### src/rtl/child_seq_ctrl.sv
// rtl/child_seq_ctrl.sv - in-order child launch sequencer; optional per-child timeout via CHILD_SEQ_TIMEOUT_EN
module child_seq_ctrl #(
  parameter  int NUM_CHILD   = 5,
  parameter  int TIMEOUT_W   = 8,
  parameter  int TIMEOUT_CYC = 200,
  localparam int IDX_W       = $clog2(NUM_CHILD)
) (
  input  logic                 clk,
  input  logic                 rst,
  input  logic                 start_i,
  input  logic                 abort_i,
  output logic [NUM_CHILD-1:0] child_start_o,
  input  logic [NUM_CHILD-1:0] child_done_i,
  output logic                 busy_o,
  output logic                 done_o,
  output logic [IDX_W-1:0]     cur_idx_o,
  output logic                 err_o,
  output logic [IDX_W-1:0]     err_idx_o
);

  localparam logic [2:0] S_IDLE   = 3'd0;
  localparam logic [2:0] S_LAUNCH = 3'd1;
  localparam logic [2:0] S_WAIT   = 3'd2;
  localparam logic [2:0] S_FINISH = 3'd3;
  localparam logic [2:0] S_ERROR  = 3'd4;

  localparam logic [IDX_W-1:0] LAST_IDX = IDX_W'(NUM_CHILD - 1);

  if (NUM_CHILD < 2 || TIMEOUT_CYC < 1 || TIMEOUT_CYC > (2 ** TIMEOUT_W) - 1) begin : g_bad_cfg
    $error("child_seq_ctrl: invalid NUM_CHILD/TIMEOUT_CYC configuration");
  end

  logic [2:0]       r_state;
  logic [IDX_W-1:0] r_idx;
  logic             w_done;
  logic             w_last;

`ifdef CHILD_SEQ_TIMEOUT_EN
  localparam logic [TIMEOUT_W-1:0] CNT_LAST = TIMEOUT_W'(TIMEOUT_CYC - 1);
  logic [TIMEOUT_W-1:0] r_cnt;
  logic                 r_err;
  logic [IDX_W-1:0]     r_err_idx;
`endif

  // Only the awaited child's done matters; the others are ignored.
  assign w_done = child_done_i[r_idx];
  assign w_last = (r_idx == LAST_IDX);

  always_ff @(posedge clk) begin
    if (rst) begin
      r_state <= S_IDLE;
      r_idx   <= '0;
`ifdef CHILD_SEQ_TIMEOUT_EN
      r_cnt     <= '0;
      r_err     <= 1'b0;
      r_err_idx <= '0;
`endif
    end else begin
      case (r_state)
        S_IDLE: begin
          if (start_i) begin
            r_state <= S_LAUNCH;
            r_idx   <= '0;
          end
        end
        S_LAUNCH: begin
          if (abort_i) begin
            r_state <= S_IDLE;
            r_idx   <= '0;
          end else begin
            r_state <= S_WAIT;
`ifdef CHILD_SEQ_TIMEOUT_EN
            r_cnt <= '0;
`endif
          end
        end
        S_WAIT: begin
          if (abort_i) begin
            r_state <= S_IDLE;
            r_idx   <= '0;
          end else if (w_done) begin
            if (w_last) begin
              r_state <= S_FINISH;
            end else begin
              r_state <= S_LAUNCH;
              r_idx   <= r_idx + IDX_W'(1);
            end
`ifdef CHILD_SEQ_TIMEOUT_EN
          end else if (r_cnt == CNT_LAST) begin
            r_state   <= S_ERROR;
            r_err     <= 1'b1;
            r_err_idx <= r_idx;
          end else begin
            r_cnt <= r_cnt + TIMEOUT_W'(1);
`endif
          end
        end
        S_FINISH: begin
          r_state <= S_IDLE;
          r_idx   <= '0;
        end
`ifdef CHILD_SEQ_TIMEOUT_EN
        // ERROR keeps idx visible until a new start; abort cannot clear it.
        S_ERROR: begin
          if (start_i) begin
            r_state   <= S_LAUNCH;
            r_idx     <= '0;
            r_err     <= 1'b0;
            r_err_idx <= '0;
          end
        end
`endif
        default: begin
          r_state <= S_IDLE;
          r_idx   <= '0;
        end
      endcase
    end
  end

  always_comb begin
    child_start_o = '0;
    if (r_state == S_LAUNCH) child_start_o[r_idx] = 1'b1;
  end

  assign busy_o    = (r_state != S_IDLE) && (r_state != S_ERROR);
  assign done_o    = (r_state == S_FINISH);
  assign cur_idx_o = r_idx;

`ifdef CHILD_SEQ_TIMEOUT_EN
  assign err_o     = r_err;
  assign err_idx_o = r_err_idx;
`else
  assign err_o     = 1'b0;
  assign err_idx_o = '0;
`endif

endmodule

### config.mk
export PLATFORM = sky130hd
export DESIGN_NAME = child_seq_ctrl
export DESIGN_NICKNAME = d
export VERILOG_FILES = /design/src/rtl/child_seq_ctrl.sv
export SDC_FILE = /design/constraint.sdc
export NUM_CORES = 1
export LEC_CHECK = 0
export ABC_AREA = 1
export ABC_CLOCK_PERIOD_IN_PS = 2600
export CAP_MARGIN = 40
export CORE_AREA = 2 2 39 41
export DETAILED_ROUTE_END_ITERATION = 7
export DIE_AREA = 0 0 41 43
export PLACE_DENSITY = 0.76
export SLEW_MARGIN = 20
export SYNTH_ARGS = -nofsm -noshare
export SYNTH_HDL_FRONTEND = slang
export SYNTH_SLANG_ARGS = --single-unit
### constraint.sdc
create_clock -name clk -period 2.6 [get_ports clk]
set_input_delay 0.52 -clock clk [delete_from_list [all_inputs] [get_ports clk]]
set_output_delay 0.52 -clock clk [all_outputs]
set_load 0.01 [all_outputs]
==> results.cfg <==
[run_status]
status = completed

[yosys]
synth_seq_area_share_pct = 21.5
synth_flop_cell = dfxtp_1
async_reset_ff_share_pct = 0
yosysTopAreaCell = dfxtp_1
syn_area_per_cell_um2 = 6.21
synth_area_leaders = dfxtp_1 22%, nand2_1 14%, inv_1 9.7%
synth_enable_flop_cells = 0
ys_ff_latch = 5
syn-instance-count = 75
synthesis.area_um2 = 465
yosys_warnings = 0
synth_top_area_share_pct = 21.5
synth_cell_types = 21

[power]
internal_power_uw = 188
clkPwrFrac_pct = 32.2
p_per_area_nw_per_um2 = 426
p_sw_share_pct = 34.0
power_frac_seq_pct = 31.6
peakVddDrop_v = 0.000248
switchingPower_uw = 96.8
power_frac_comb_pct = 36.2
p_leak_uw = 0.000316

[cts]
cts_tree = yes
clk_pin_slew_worst_paths_ns = 0.04
cts_buffer_depth = 2
hold_buffers = 0
cts_buffers = 3
post_cts_resized = 0
cts_setup_buffers = 0
insertion_delay_ns = 0.24
cts_sinks = 5
cts_root_buf = clkbuf_4
htreeDepth = 1

[global_routing]
grt_max_degree = 10
grt_pass1_wl_um = 1830
grt_pass1_vias = 454
grt_overflow_total = 0
track_usage_pct = 15.4
antenna_found_initial = 0

[setup_path]
arrival_ns = 1.76
start_kind = flop
cp.required_ns = 2.08
crit_fanout = 9
cp-end-kind = output pin
crit_type = flop to output pin

[sta]
finalClockSkew_ns = 0.00100
rsz0062_at_grt = no
setup_tns_ns = 0
fin_crit_ns = 2.28
finalMaxSlewViolations = 0
fmax_ghz = 0.439
hold_violations = 0
period_share_pct = 87.7
finalSetupViolations = 0

[layout]
n_antenna_cell = 0
syn_to_final_growth_pct = 43.5
design_area_um2 = 668
nNetsFinal = 107
nFillCells = 150
drive_above_1_share_pct = 12.6

[floorplan]
die_w_um = 41
start_util_pct = 33.6
die-area_um2 = 1760
pin_count = 23
rows = 14
die_h_um = 43
core_area_um2 = 1380

[detailed_routing]
drt_first_pass_iters = 4
vias_per_cell = 4.46
vias = 495
drc = 0
routedWlPerCell_um = 9.94
final_antenna_net_count = 0
wl_um = 1100
drt_iter0_drc = 19

[worst_hold_path]
hold_class = flop to flop

[placed_design]
dp_hpwl_um = 862
postPlaceCellArea_um2 = 642
place.gp.congestion = 0.833
port-buffer-count = 18

[job]
cap_viol_max_count = 0
[synth_stat cells (all sizes together) (2+ instances only)]
cell type / count
nor2: 10
nand3: 4
dfxtp: 5
nor3: 4
nand4: 5
inv: 14
nor4: 2
a21oi: 2
ha: 2
nand2: 18
buf: 5
o21ai: 2
[stage by stage]
| stage | util, % | power, uW | cells | setup slack [ns] | hold WS (ns) |
|---|---|---|---|---|---|
| 4_1_cts | 48.3 | 290 | 111 | 0.311 | 0.581 |
| 2_1_floorplan | - | 156 | 78 | 1.06 | 0.520 |
| 3_3_place_gp | 46.4 | 192 | 107 | 0.616 | 0.557 |
| 6_report | 48.3 | 284 | 111 | 0.321 | 0.585 |
| 5_1_grt | 48.3 | 305 | 111 | 0.222 | 0.646 |
| 3_5_place_dp | 46.4 | 194 | 107 | 0.589 | 0.573 |
[power groups by stage]
stage	registers, uW	clock network (uW)	logic, uW
after detailed placement	91.1	0	103
after global placement	90.8	0	101
after global routing	90.9	99.2	115
after CTS	89.9	96.8	104
final	89.9	91.6	103
after floorplan	90.7	0	64.9
[routing by layer]
metal  global-route usage, %  wire length, um  share of wire (%)
met2                    20.0              535                 49
met3                    1.57               40                3.6
met5                       0                0                  0
met4                    12.0               17                1.5
met1                    21.9              510                 46
[worst max-delay path, stage by stage, from the launching register on]
cell and delay [ns]:
dfxtp_1 0.50, inv_2 0.13, nor4_1 0.29, clkdlybuf4s50_1 0.59
[layout by cell type (no fill, tap or decap), drive strengths merged]
master	n
conb	4
nand2	18
o21ai	2
nor2	10
dfxtp	5
nand3	4
nand4	5
ha	2
clkdlybuf4s50	18
or2	1
inv	14
nor3	4
nor4	2
a21oi	2
clkbuf	4
[cell families after synthesis]
family	after synthesis	share of synthesized area (%)
fa+ha+maj	2	5.38
flops	5	21.5
buf+inv	19	18.8
compound gates	4	5.11
simple gates	44	48.4
other cells	1	0.806
[state kept, by name (all words and copies together) (netlist names)]
| name | cells |
|---|---|
| cur_idx_o | 3 |
| r_state | 2 |
[worst paths after layout]
path / from / endpoint / slack, ns / cells after the start
max reg2reg: cur_idx_o[0] / cur_idx_o[1] / 1.04 / 9
min reg2reg: cur_idx_o[2] / cur_idx_o[2] / 0.59 / 2
min: cur_idx_o[2] / cur_idx_o[2] / 0.59 / 2
max: cur_idx_o[0] / child_start_o[1] / 0.32 / 3
[cell type report]
cell class              instances  area (um^2)  area share, %
inverters                      14         52.6           7.87
well taps                      16         20.0           3.00
multi-input cells              54          289           43.3
flip-flops and latches          5          100           15.0
clock buffers                   4         26.3           3.93
repair buffers                 18          180           27.0
(Power assumes the default switching activity.)
